===== src/rtl/sum_collector_pkg.sv =====
// Shared types and default sizes for the adder result collector.
package sum_collector_pkg;

  localparam int unsigned ENTRY_W       = 9;
  localparam int unsigned DEFAULT_DEPTH = 8;
  localparam int unsigned DEFAULT_ACC_W = 16;

  typedef struct packed {
    logic       carry;
    logic [7:0] sum;
  } entry_t;

endpackage


===== src/rtl/sum_fifo_storage.sv =====
// DEPTH-entry register array with one write port and an asynchronous read port.
module sum_fifo_storage
  import sum_collector_pkg::*;
#(
  parameter int unsigned DEPTH = DEFAULT_DEPTH
) (
  input  logic                     clk,
  input  logic                     wr_en,
  input  logic [$clog2(DEPTH)-1:0] wr_addr,
  input  entry_t                   wr_data,
  input  logic [$clog2(DEPTH)-1:0] rd_addr,
  output entry_t                   rd_data
);

  entry_t mem [DEPTH];

  // Storage is intentionally unreset; contents are only observed while non-empty.
  always_ff @(posedge clk) begin
    if (wr_en) mem[wr_addr] <= wr_data;
  end

  assign rd_data = mem[rd_addr];

endmodule


===== src/rtl/sum_result_collector.sv =====
// Collects adder {carry, sum} results into a FIFO with valid/ready drain,
// a wrap-around accumulator of accepted results and a sticky drop flag.
module sum_result_collector
  import sum_collector_pkg::*;
#(
  parameter int unsigned DEPTH = DEFAULT_DEPTH,
  parameter int unsigned ACC_W = DEFAULT_ACC_W
) (
  input  logic                     clk,
  input  logic                     reset,
  input  logic [7:0]               In_sum,
  input  logic                     In_carry,
  input  logic                     In_valid,
  output logic [ENTRY_W-1:0]       Out_data,
  output logic                     Out_valid,
  input  logic                     Out_ready,
  output logic [$clog2(DEPTH):0]   Fifo_count,
  output logic                     Overflow,
  input  logic                     Clear_ovf,
  output logic [ACC_W-1:0]         Acc_value,
  input  logic                     Acc_clear
);

  localparam int unsigned PTR_W = $clog2(DEPTH);
  localparam int unsigned CNT_W = PTR_W + 1;

  logic [PTR_W-1:0] rd_ptr;
  logic [PTR_W-1:0] wr_ptr;
  logic [CNT_W-1:0] count;
  logic [ACC_W-1:0] acc;
  logic             ovf;

  entry_t in_entry;
  entry_t head;
  logic   full;
  logic   empty;
  logic   pop;
  logic   push;
  logic   drop;

  assign in_entry = '{carry: In_carry, sum: In_sum};

  // Full/empty come from the occupancy count so pointers can wrap freely.
  assign full  = (count == CNT_W'(DEPTH));
  assign empty = (count == '0);
  assign pop   = !empty && Out_ready;
  assign push  = In_valid && (!full || pop);
  assign drop  = In_valid && full && !Out_ready;

  sum_fifo_storage #(
    .DEPTH (DEPTH)
  ) u_storage (
    .clk     (clk),
    .wr_en   (push && !reset),
    .wr_addr (wr_ptr),
    .wr_data (in_entry),
    .rd_addr (rd_ptr),
    .rd_data (head)
  );

  always_ff @(posedge clk) begin
    if (reset) begin
      rd_ptr <= '0;
      wr_ptr <= '0;
      count  <= '0;
      acc    <= '0;
      ovf    <= 1'b0;
    end else begin
      if (pop)  rd_ptr <= rd_ptr + PTR_W'(1);
      if (push) wr_ptr <= wr_ptr + PTR_W'(1);

      if (push && !pop)      count <= count + CNT_W'(1);
      else if (pop && !push) count <= count - CNT_W'(1);

      if (Acc_clear)  acc <= push ? ACC_W'(in_entry) : '0;
      else if (push)  acc <= acc + ACC_W'(in_entry);

      // A drop in the same cycle as a clear keeps the flag set.
      if (drop)           ovf <= 1'b1;
      else if (Clear_ovf) ovf <= 1'b0;
    end
  end

  assign Out_valid  = !empty;
  assign Out_data   = empty ? ENTRY_W'(0) : ENTRY_W'(head);
  assign Fifo_count = count;
  assign Overflow   = ovf;
  assign Acc_value  = acc;

endmodule


===== config.mk =====
export PLATFORM = sky130hd
export DESIGN_NAME = sum_result_collector
export DESIGN_NICKNAME = d
export VERILOG_FILES = /design/src/rtl/sum_collector_pkg.sv /design/src/rtl/sum_fifo_storage.sv /design/src/rtl/sum_result_collector.sv
export SDC_FILE = /design/constraint.sdc
export NUM_CORES = 1
export LEC_CHECK = 0
export ABC_CLOCK_PERIOD_IN_PS = 2600
export CAP_MARGIN = 20
export CORE_ASPECT_RATIO = 0.9
export CORE_MARGIN = 5
export CORE_UTILIZATION = 45
export DETAILED_ROUTE_END_ITERATION = 8
export PLACE_DENSITY = 0.68
export SYNTH_ARGS = -nofsm -noshare
export SYNTH_HDL_FRONTEND = slang
export SYNTH_SLANG_ARGS = --single-unit

===== constraint.sdc =====
create_clock -name clk -period 2.6 [get_ports clk]
set_input_delay 0.52 -clock clk [delete_from_list [all_inputs] [get_ports clk]]
set_output_delay 0.52 -clock clk [all_outputs]
set_load 0.005 [all_outputs]

Word-level counts from Yosys, hierarchy flattened. Memories as Yosys holds them, arrays and structs flattened. A register that Yosys moved wholly into a read port is not among the register bits. Cells that the tools add are included.

Multiplexer cells: 12. Reduce and logical (&&, ||, !) cells: 18. Add/sub/neg operators: 5. Equality and inequality tests: 1.

Operator list (number): $mux 16 (2); $mux 9 (2); $add 16x9->16 (1); $mux 4 (2); $logic_and 1x1->1 (7); $add 3x1->3 const B (2); $logic_not 1->1 (6); $mux 3 (2); $reduce_bool 2->1 (3); $add 4x1->4 const B (1); $eq 4x4->1 const B (1); $logic_not 4->1 (1); $mux 1 (4); $sub 4x1->4 const B (1); $logic_or 1x1->1 (1).

Bits in writable memories: 72. Memories kept: 1. Output and inout port bits: 31. Register bits: 27. Input port bits: 15.

Memory list: u_storage.mem (words 8, width 9, rd ports 1, clocked after Yosys merged registers in 1, write ports 1, line sum_fifo_storage.sv:15) `entry_t mem [DEPTH];`.

Depth between registers and ports, before layout. Gate-level depths: netlist of run 1.

Depth in word-level cells: 9. Depth in mapped cells: 13. Depth with buffers taken out: 12.

Cells and area by module. From an unflattened synthesis of run 1, not the netlist that was laid out.

Cells, all modules: 333. Area total of the unflattened synthesis: 4633.2 µm².

By module, submodules not included: sum_fifo_storage (instances 1, cells an instance 117, area an instance 2839.0 µm²); sum_result_collector (instances 1, cells an instance 216, area an instance 1794.2 µm²).

Least setup slack after synthesis of run 1. Ideal clock, no wire load.

Path type: reg-to-reg. Start point: reg count[0] (netlist: Fifo_count[0]). End point: reg count[3] (netlist: Fifo_count[3]). Stages on the path, launching flop included: 14. Setup slack: -201 ps. Required time: 2530 ps. Data arrival time: 2731 ps. Period minus slack after synthesis: 2801 ps. Setup time: 70 ps. Cell sequence: dfxtp_1 or3_4 o21ai_4 inv_2 buf_6 clkbuf_1 ha_1 inv_1 ha_1 a21o_1 a21oi_1 xnor2_1 or3_1 a21oi_1.

Word-level cells in the longest chain between the ends: 8. Elaborated cells between the ends (all ways): 16.

RTL lines: start, declared (line sum_result_collector.sv:29) `logic [CNT_W-1:0] count;`; start signal, assigned (line sum_result_collector.sv:72) `if (push && !pop) count <= count + CNT_W'(1);`; start signal, assigned (line sum_result_collector.sv:73) `else if (pop && !push) count <= count - CNT_W'(1);`; parallel branches: the longest is 8 deep, another holds $sub 4x1->4.

Parallel ways; which one is timed is not known. The select of a mux whose other input is x is not followed. A chain may end at the register's enable or synchronous reset.

==> run metrics, run 1 <==
worst-margin pin slew=0.437 ns; number of global-route vias before repair=3092; starting density of the core=0.464; Syn Nets=364; leakage power=2.18 nW; Power Density=814 nW/um^2; TNS Setup=0 ns; worst vdd ir=0.000498 V; Max Clock Freq=397 MHz; Hold/Removal Path Class=reg -> reg; Setup CP Type=reg -> out; unrepaired setup endpoints after global routing=false; Worst EP required=2.08 ns; crit path DAT=2.00 ns; DRC=0; reg2reg setup slack=0.14 ns; combinational power share=0.328; sw frac=0.282; vias per std cell=5.46; # fillers=795; share of layout cells above drive strength 1=0.214; switching power=1.33 mW; final wirelength=9920 um; WHS Path Cells=2; placed cells=527; Final period util=0.969; CORE AREA=9780 um^2; Die ar.=12200 um^2; port bufs=45; Area Overhead vs Synth=28.0%; clock sinks=102; ys flop type=edfxtp_1; number of nets in the layout=452; TritonCTS clock tree=yes; # IOs=46; CTS root buf=clkbuf_16; largest area contributor in the netlist=edfxtp_1; H-tree levels=3; # diodes=0; Synth Warn #=0; die width=116 um; worst reg-to-reg path cell count=12; clock-pin slew on the worst setup and hold paths=0.06 ns; initial DRC count=174; worst skew pair latency=0.34 ns; DRT antenna net count=0; status=complete, no violations; Mapped Cells=333; hold wc startpoint=rd_ptr[1]; gr usage total=0.168; Critical R2R Capture=Fifo_count[3]; Hold Worst Slack=0.491 ns; most common cell in the netlist=edfxtp_1; grt total ovfl=0; asr flop ratio synth=0; Seq/Total Area, Yosys=0.608; post-layout util=0.594; gpl congestion=0.837; largest net degree at the start of global routing=29; top post-synthesis cells by area=edfxtp_1 (48%), dfxtp_1 (13%), mux4_2 (8.9%); syn_area_per_cell=13.6 um^2; Critical Path Sink Type=primary output; number of hold buffers added after CTS=0; count of different cell masters after synthesis=48; CP startpoint kind=flop; Post-Syn Area=4540 um^2; Synth Register Bits=102; HPWL after DPL=6580 um; clock skew=0.00847 ns; synth cell count leaders=edfxtp_1 (72), nor2_1 (33), dfxtp_1 (30), nand2_1 (24), a21oi_1 (23); Reg power frac=0.407; Hold Path End=rd_ptr[1]; Internal=3.39 mW; final hold vios=0; iteration count of the initial detailed-routing pass=4; Post-synth EDFFs=72; CP max FO=4; CTS max path bufs=2; max cap viols=0; max-slew violation count=0; first-pass GRT wire length=15800 um; Rel. slew slack=0.707; Die H=105 um; routed via count=3011; fin crit period=2.52 ns; DR WL/cell=18.0 um; CTS Buf Count=9; Clock power frac=0.265; final setup vio count=0; Yosys top cell area share=0.476; reg-to-reg startpoint=Fifo_count[1]; antenna violations before repair=0; Rows=34; Finished Layout Cells=551
-- registers in the layout (all words and copies together), names as in the netlist, named ones only --
register,cells
u_storage.mem,72
Acc_value,16
Fifo_count,4
rd_ptr,3
wr_ptr,3
Overflow,1
-- per-layer routing --
metal  up-vias  GRT usage  routed length, um
met5         -          0                  0
met2        73      0.282               5000
met3        11     0.0441                499
li1       1455          -                  -
met1      1472      0.212               4270
met4         0     0.0530                152
-- worst max-delay path by stage --
stage                        from            end  slack, ns  depth (start not counted)
finish                       flop    Out_data[1]       0.08                          5
global route        Fifo_count[1]  Fifo_count[3]      0.001                         12
CTS                          flop    Out_data[2]      0.002                          5
detailed placement      In_sum[0]  Acc_value[14]      -0.23                          9
global placement        In_sum[0]  Acc_value[10]      -0.18                          8
floorplan           Fifo_count[2]  Fifo_count[3]      0.007                         13
-- cell type report --
type	count	area (um^2)	share of cell area
flip-flops and latches	102	2770	0.476
multi-input cells	211	1710	0.294
repair buffers	91	875	0.150
clock buffers	9	225	0.0388
well taps	126	158	0.0271
clock inverters	6	53.8	0.00926
inverters	6	22.5	0.00388
-- logic make-up (layout without fill, tap and decap cells) --
family / after synthesis / count (layout) / synth area share
flops: 102 / 102 / 0.608
simple gates: 92 / 92 / 0.0948
compound gates: 63 / 63 / 0.0961
mux: 28 / 28 / 0.111
buf+inv: 20 / 112 / 0.0190
fa+ha+maj: 16 / 16 / 0.0474
xor+xnor: 12 / 12 / 0.0231
-- metrics by stage --
step                      power, mW  setup WS [ns]  area [um^2]
final                          4.73         0.0810         5810
after global routing           5.00        0.00112         5810
after CTS                      4.68        0.00182         5720
after detailed placement       3.37         -0.226         5410
after global placement         3.34         -0.184         5410
after floorplan                2.77        0.00703         4560
-- power groups by stage --
| stage | registers, mW | clock network, mW | logic [mW] |
|---|---|---|---|
| 2_1_floorplan | 1.93 | 0 | 0.838 |
| 3_3_place_gp | 1.94 | 0 | 1.40 |
| 3_5_place_dp | 1.94 | 0 | 1.43 |
| 4_1_cts | 1.92 | 1.29 | 1.47 |
| 5_1_grt | 1.93 | 1.37 | 1.70 |
| 6_report | 1.92 | 1.25 | 1.55 |
-- placed cells by master (no fill, tap or decap), types with 3 or more instances in the layout --
cell type	Yosys	layout
a21oi_1	23	22
a41o_1	3	3
nand3_1	13	13
xnor2_1	7	7
mux4_2	18	18
nor2_1	33	33
o21ai_0	4	4
ha_1	14	13
a211o_1	3	3
dfxtp_1	30	28
inv_1	5	4
dlymetal6s2s_1	0	6
a21o_1	8	8
a2111o_1	3	3
a221oi_1	3	3
nand2b_1	4	4
mux2i_1	10	10
buf_4	0	41
nand2_1	24	24
and3_1	3	3
edfxtp_1	72	72
a22oi_1	3	3
a31oi_1	4	4
clkbuf_16	0	10
xor2_1	5	5
clkdlybuf4s50_1	0	37
nor4_1	3	3
-- timing repair --
action | in CTS | in global routing
pin swaps | 0 | 1
cloned | 1 | 1
buffers inserted | 0 | 7
gates resized for setup | 5 | 7
endpoints found under the setup margin | 9 | 8
-- worst max-delay path, stage by stage (launching register included) --
cell,delay [ns]
dfxtp_4,0.39
clkbuf_16,0.15
mux4_2,0.49
mux2i_1,0.13
nor2_1,0.05
clkdlybuf4s50_1,0.44
Note: power is estimated with default switching activity, not from simulation.
==> run 2, diff against run 1 <==
--- a/config.mk
+++ b/config.mk
@@ -8,9 +8,10 @@
 export ABC_CLOCK_PERIOD_IN_PS = 2600
 export CAP_MARGIN = 20
 export CORE_ASPECT_RATIO = 0.9
-export CORE_MARGIN = 5
+export CORE_MARGIN = 2
 export CORE_UTILIZATION = 45
 export DETAILED_ROUTE_END_ITERATION = 8
+export GPL_TIMING_DRIVEN = 0
 export PLACE_DENSITY = 0.68
 export SYNTH_ARGS = -nofsm -noshare
 export SYNTH_HDL_FRONTEND = slang
==> run metrics, run 2 (same netlist as run 1, synthesis figures left out) <==
status=complete, no violations; CTS Buf Count=9; reg2reg setup slack=0.04 ns; iteration count of the initial detailed-routing pass=5; Hold/Removal Path Class=reg -> reg; most common cell after layout, fill and taps aside=edfxtp_1; Buf+Inv Stages, Crit Path=3; worst-margin pin slew=1.03 ns; antenna violations before repair=0; grt total ovfl=0; Power Density=787 nW/um^2; # IOs=46; largest net degree at the start of global routing=20; worst reg-to-reg path cell count=13; DRT antenna net count=0; most frequent cells in the layout=edfxtp_1 (72), nor2_1 (33), clkdlybuf4s50_1 (29); clock sinks=102; H-tree levels=3; Rel. slew slack=0.313; CORE AREA=9740 um^2; Rows=34; DRC=0; max cap viols=0; starting density of the core=0.466; # diodes=0; clock skew=0.0119 ns; Die ar.=10900 um^2; leakage power=1.99 nW; final hold vios=0; Max Clock Freq=390 MHz; routed via count=2916; final setup vio count=0; Crit path max-delay family=simple AND/OR/NAND/NOR gates; worst vdd ir=0.000371 V; crit path DAT=2.86 ns; Die H=99.3 um; Finished Cell Area=5570 um^2; final wirelength=9550 um; DR WL/cell=18.1 um; CTS root buf=clkbuf_8; Critical Path Sink Type=flop; Area Overhead vs Synth=22.6%; max FFs per register=72; fin crit period=2.56 ns; vias per std cell=5.52; worst stage delay on the critical path=0.42 ns; TritonCTS clock tree=yes; unrepaired setup endpoints after global routing=true; number of global-route vias before repair=2990; most used cell, CP=inv_2; port bufs=44; WHS Path Cells=2; max-slew violation count=0; multi-input gate area in the final layout=1770 um^2; number of nets in the layout=428; worst skew pair latency=0.36 ns; gpl congestion=0.808; die width=110 um; CP Depth=13; number of hold buffers added after CTS=0; Finished Layout Cells=528; Worst EP required=2.90 ns; CP max FO=4; HPWL after DPL=6540 um; first-pass GRT wire length=15500 um; clock-pin slew on the worst setup and hold paths=0.10 ns; critical path, cell by cell=or3_4 -> buf_12 -> nor2_4 -> inv_2 -> nand2_4 -> ha_4 -> inv_2 -> ha_1 -> a21o_1 -> a21oi_2 -> xnor2_1 -> or3_1 -> a21oi_1; share of layout cells above drive strength 1=0.182; initial DRC count=146; CP startpoint kind=flop; largest reg by FF count=u_storage.mem; Setup CP Type=reg -> reg; gr usage total=0.188; placed inst area=5220 um^2; placed cells=507; CTS max path bufs=2; Slowest-stage cell, CP=or3_4; Final period util=0.985; Storage cell area=2770 um^2; total power=4.38 mW; # fillers=783
-- run 2: changes by cell type in the layout (fill, tap and decap cells not counted), sizes merged, moves of 2 or more --
cell	change
inv	-2
dlygate4sd2	+5
clkdlybuf4s50	-8
buf	-28
clkdlybuf4s15	+3
clkbuf	+6
-- run 2: final timing paths --
| kind | startpoint | endpoint |
|---|---|---|
| max | Fifo_count[1] | Fifo_count[3] |
| min | rd_ptr[1] | flop |
| max reg2reg | Fifo_count[1] | Fifo_count[3] |
| min reg2reg | rd_ptr[1] | flop |
-- run 2: per-stage QoR --
| stage | hold WS [ns] | TNS [ns] | setup slack (ns) | util |
|---|---|---|---|---|
| global route | 0.519 | -0.0561 | -0.0561 | 0.572 |
| CTS | 0.489 | -0.0566 | -0.0566 | 0.569 |
| detailed placement | 0.478 | -30.98 | -0.701 | 0.536 |
| finish | 0.491 | 0 | 0.0390 | 0.572 |
| global placement | 0.466 | -71.87 | -1.21 | 0.530 |
| floorplan | 0.454 | 0 | 0.00703 | - |
-- run 2: worst min-delay path: cells and delay by family (launching register included) --
family / cells / cell delay (ns)
flip-flops: 1 / 0.33
AND/OR/NAND/NOR: 1 / 0.06
AO/OA/AOI/OAI: 1 / 0.07
-- run 2: area by class of cell --
| class | instances | area share |
|---|---|---|
| plain buffers | 11 | 0.0155 |
| clock buffers | 10 | 0.0229 |
| clock inverters | 6 | 0.0103 |
| inverters | 6 | 0.00404 |
| multi-input cells | 211 | 0.317 |
| flip-flops and latches | 102 | 0.498 |
| well taps | 126 | 0.0283 |
| repair buffers | 56 | 0.104 |
-- run 2: power breakdown --
group          internal, mW  total, mW  switching (mW)
logic                 0.854       1.51           0.658
registers              1.84       1.93          0.0954
clock network         0.363      0.935           0.572
total                  3.06       4.38            1.33
-- run 2: repair_timing --
item                                    4_1_cts  5_1_grt
cloned                                        1        0
endpoints found under the setup margin       52       14
buffers inserted                              7        0
gates resized for setup                      30       14
pin swaps                                     4        1
-- run 2: per-layer routing --
layer	GRT usage	vias to the layer above	routed length (um)
li1	-	1409	-
met1	0.243	1434	4100
met3	0.0380	8	473
met4	0.0497	0	114
met5	0	-	0
met2	0.322	65	4860
==> run 3, diff against run 2 <==
--- a/config.mk
+++ b/config.mk
@@ -5,14 +5,14 @@
 export SDC_FILE = /design/constraint.sdc
 export NUM_CORES = 1
 export LEC_CHECK = 0
-export ABC_CLOCK_PERIOD_IN_PS = 2600
 export CAP_MARGIN = 20
 export CORE_ASPECT_RATIO = 0.9
 export CORE_MARGIN = 2
-export CORE_UTILIZATION = 45
+export CORE_UTILIZATION = 51
 export DETAILED_ROUTE_END_ITERATION = 8
 export GPL_TIMING_DRIVEN = 0
-export PLACE_DENSITY = 0.68
+export PLACE_DENSITY = 0.76
+export RECOVER_POWER = 25
 export SYNTH_ARGS = -nofsm -noshare
 export SYNTH_HDL_FRONTEND = slang
 export SYNTH_SLANG_ARGS = --single-unit
==> run metrics, run 3 (same netlist as run 1, synthesis figures left out) <==
gpl congestion=0.870; # IOs=46; Die H=93.5 um; Power Density=781 nW/um^2; critical path, cell by cell=buf_8 -> buf_12 -> mux4_2 -> mux2i_1 -> nor2_1 -> dlygate4sd2_1; iteration count of the initial detailed-routing pass=5; CTS max path bufs=2; DRC=0; reg-to-reg startpoint=Fifo_count[2]; Slowest-stage cell, CP=mux4_2; antenna violations before repair=0; DR WL/cell=18.5 um; crit path DAT=1.98 ns; placed inst area=5210 um^2; largest reg by FF count=u_storage.mem; final setup vio count=0; max-slew violation count=0; post-layout util=0.648; Finished Cell Area=5580 um^2; Rows=32; H-tree levels=3; clock sinks=102; max FFs per register=72; initial DRC count=154; port bufs=44; gr usage total=0.212; CP max FO=10; largest net degree at the start of global routing=20; most common cell after layout, fill and taps aside=edfxtp_1; die width=103 um; # diodes=0; CP startpoint kind=flop; clock-pin slew on the worst setup and hold paths=0.10 ns; grt total ovfl=0; CTS root buf=clkbuf_8; Rel. slew slack=0.315; status=complete, no violations; Max Clock Freq=400 MHz; Final period util=0.961; Die ar.=9680 um^2; Hold Path End=Acc_value[15]; CORE AREA=8610 um^2; Area Overhead vs Synth=22.8%; Critical R2R Capture=Fifo_count[3]; worst stage delay on the critical path=0.51 ns; worst-margin pin slew=1.02 ns; max cap viols=0; routed via count=3055; hold wc startpoint=Acc_value[15]; worst vdd ir=0.000427 V; vias per std cell=5.82; Critical Path Sink Type=primary output; TritonCTS clock tree=yes; Worst EP required=2.08 ns; worst reg-to-reg path cell count=12; CTS Buf Count=9; fin crit period=2.50 ns; first-pass GRT wire length=15300 um; Setup CP Type=reg -> out; leakage power=1.97 nW; reg2reg setup slack=0.10 ns; Setup WS pre-CTS=-0.703 ns; WHS Path Cells=2; Hold/Removal Path Class=reg -> reg; TNS Setup=0 ns; worst skew pair latency=0.37 ns; number of nets in the layout=432; number of hold buffers added after CTS=0; PnR worst setup slack=0.100 ns; final hold vios=0; starting density of the core=0.528; final wirelength=9700 um; DRT antenna net count=0; number of global-route vias before repair=2963; share of layout cells above drive strength 1=0.204; HPWL after DPL=6560 um; unrepaired setup endpoints after global routing=false; clock skew=0.00908 ns; most frequent cells in the layout=edfxtp_1 (72), nor2_1 (33), clkdlybuf4s50_1 (27)
## run 3: layout make-up
class	count	area, um^2
flip-flops and latches	102	2770
well taps	119	149
inverters	6	25.0
repair buffers	60	547
clock buffers	9	124
plain buffers	11	90.1
clock inverters	7	66.3
fillers	645	3030
multi-input cells	211	1800
## run 3: critical path: cells and delay by family (launching register included)
kind	cells	cell delay [ns]
flops	1	0.35
simple gates	1	0.06
mux	2	0.68
buf+inv	3	0.53
## run 3: where the power goes
group	internal (mW)	switching, mW	leakage [nW]	total, mW
sequential	1.84	0.0924	0.898	1.93
combinational	0.806	0.662	0.972	1.47
clock	0.372	0.586	0.0969	0.958
## run 3: repair_timing
item | CTS | global route
setup buffers | 5 | 7
setup endpoints to repair | 52 | 6
pin swaps | 3 | 9
resized for setup | 28 | 14
## run 3: metrics by stage
stage / instances / power [mW] / hold WS, ns
global route: 525 / 4.59 / 0.539
detailed placement: 500 / 3.27 / 0.480
CTS: 518 / 4.28 / 0.506
floorplan: 333 / 2.77 / 0.454
finish: 525 / 4.36 / 0.507
global placement: 496 / 3.22 / 0.469
## run 3: worst max path at each step
stage                                to  depth (start not counted)  slack, ns
detailed placement        Fifo_count[3]                         14      -0.70
CTS                       Fifo_count[3]                         12       0.01
global route              Fifo_count[3]                         12      0.004
floorplan                 Fifo_count[3]                         13      0.007
global placement    u_storage.mem[0][4]                          5      -1.27
finish                      Out_data[8]                          6       0.10
## run 3: layer usage
| metal | track usage | share of wire | vias to the layer above |
|---|---|---|---|
| li1 | - | - | 1416 |
| met1 | 0.289 | 0.42 | 1525 |
| met2 | 0.353 | 0.51 | 103 |
| met3 | 0.0441 | 0.057 | 11 |
| met4 | 0.0417 | 0.010 | 0 |
| met5 | 0 | 0 | - |
==> variant, RTL diff (config.mk and constraints of run 3) <==
Compare `count` against `CNT_W'(DEPTH)` with >= in place of ==.
--- a/src/rtl/sum_result_collector.sv
+++ b/src/rtl/sum_result_collector.sv
@@ -42,5 +42,5 @@
 
   // Full/empty come from the occupancy count so pointers can wrap freely.
-  assign full  = (count == CNT_W'(DEPTH));
+  assign full  = (count >= CNT_W'(DEPTH));
   assign empty = (count == '0);
   assign pop   = !empty && Out_ready;
Check against the original RTL: no difference found for any inputs over 10 cycles, from zero or initial values and one cycle with reset high; that may be too few to reach the edited logic, so the function may still have changed.
==> variant against run 3 <==
  * Area after synthesis grew 3.2%
  * Routed wire length shrank 0.42%
  * Clock power shrank 7.0%
  * Design area shrank 0.56%
  * Sequential cell count is the same
  * Synthesized cell count grew 2.4%
  * Total power shrank 2.8%
  * Worst setup slack lost 51 ps
==> variant: results <==
{
  "cts.clk_slew.worst_paths_ps": 90,
  "peakVddDrop_mv": 0.356,
  "ys_types": 58,
  "port_buffers": 45,
  "vias_per_cell": 5.70,
  "finalNetCount": 434,
  "largest_register_ff_count": 72,
  "cpMaxStageDelayCell": "nor4_2",
  "antenna_found_initial": 0,
  "gp_congestion": 0.842,
  "synth_nets": 372,
  "crit_path_max_incr_delay_ps": 740,
  "grt.total_usage_pct": 20.9,
  "wl_per_cell_um": 18.3,
  "dp_slack_ps": -761,
  "p_leak_nw": 1.97,
  "synth_edf_count": 72,
  "dp_hpwl_mm": 6.87,
  "numCtsBuffers": 9,
  "cts_max_path_buffers": 2,
  "clk_latency_ps": 360,
  "hold_path_class": "reg2reg",
  "drive_gt1_share_pct": 19.4,
  "outcome": "finished clean",
  "ys_top_cells_by_area": "edfxtp_1, dfxtp_1, mux4_2",
  "yosys_warnings": 0,
  "finClkSkew_ps": 9.95,
  "cp.arrival_ps": 2620,
  "synth_common_cells": "edfxtp_1, dfxtp_1, nor2_1",
  "top_register": "u_storage.mem",
  "grt_max_degree": 18,
  "ys_seq_area_share_pct": 59.0,
  "cp_max_fo": 10,
  "grt_pass1_vias": 2988,
  "diodes": 0,
  "firstDrtPassIters": 4,
  "grt_pass1_wl_mm": 15.6,
  "worst_pin_slew_ps": 951,
  "cts-htree-levels": 3,
  "synthArstFlopShare_pct": 0,
  "clock-root-buffer": "clkbuf_8",
  "drtIter0Drc": 237
}
-- variant: cell type report --
cell class	instances	area (um^2)
plain buffers	15	115
repair buffers	52	487
well taps	122	153
clock buffers	9	124
multi-input cells	216	1830
inverters	7	28.8
flip-flops and latches	102	2770
fillers	732	3450
clock inverters	6	46.3
-- variant: logic make-up after synthesis --
| kind of cell | Yosys count | share of synthesized area (%) |
|---|---|---|
| flops | 102 | 59.0 |
| compound gates | 59 | 8.55 |
| buf+inv | 23 | 2.78 |
| mux | 36 | 12.5 |
| simple gates | 94 | 10.4 |
| fa+ha+maj | 16 | 4.59 |
| xor+xnor | 11 | 2.22 |
-- variant: power by group --
part / switching, mW / internal [mW] / total (mW) / leakage [nW]
Clock: 0.541 / 0.349 / 0.891 / 0.0773
Combinational: 0.652 / 0.761 / 1.41 / 1.00
Sequential: 0.0972 / 1.84 / 1.93 / 0.896
-- variant: final timing paths --
kind	slack, ps	startpoint	to	cells after the start
hold reg to reg	480	Acc_value[15]	Acc_value[15]	2
setup / recovery	50	reset	u_storage.mem[4][6]	5
hold / removal	480	Acc_value[15]	Acc_value[15]	2
setup reg to reg	180	Fifo_count[3]	Fifo_count[3]	13
-- variant: worst max-delay path, delay by kind of cell --
| kind | cells | cell delay (ps) |
|---|---|---|
| buffers and inverters | 4 | 1360 |
| and+or+nand+nor | 1 | 740 |
-- variant: repair_timing --
action	4_1_cts	5_1_grt
setup buffers	4	0
pin swaps	1	0
gates resized for setup	20	6
endpoints found under the setup margin	44	1
-- variant: metal layers --
metal | wire, um | global-route usage (%)
met3 | 349 | 4.49
met5 | 0 | 0
met1 | 4430 | 28.0
met2 | 4790 | 35.9
met4 | 87 | 4.00
-- variant: per-stage QoR --
stage	cell area [um^2]	power, mW	cells	utilization [%]	hold WS (ps)
2_1_floorplan	4690	2.85	341	-	459
3_3_place_gp	5290	3.32	508	58.8	467
3_5_place_dp	5330	3.37	511	59.3	470
4_1_cts	5540	4.27	529	61.6	489
5_1_grt	5550	4.48	529	61.6	512
6_report	5550	4.24	529	61.6	485
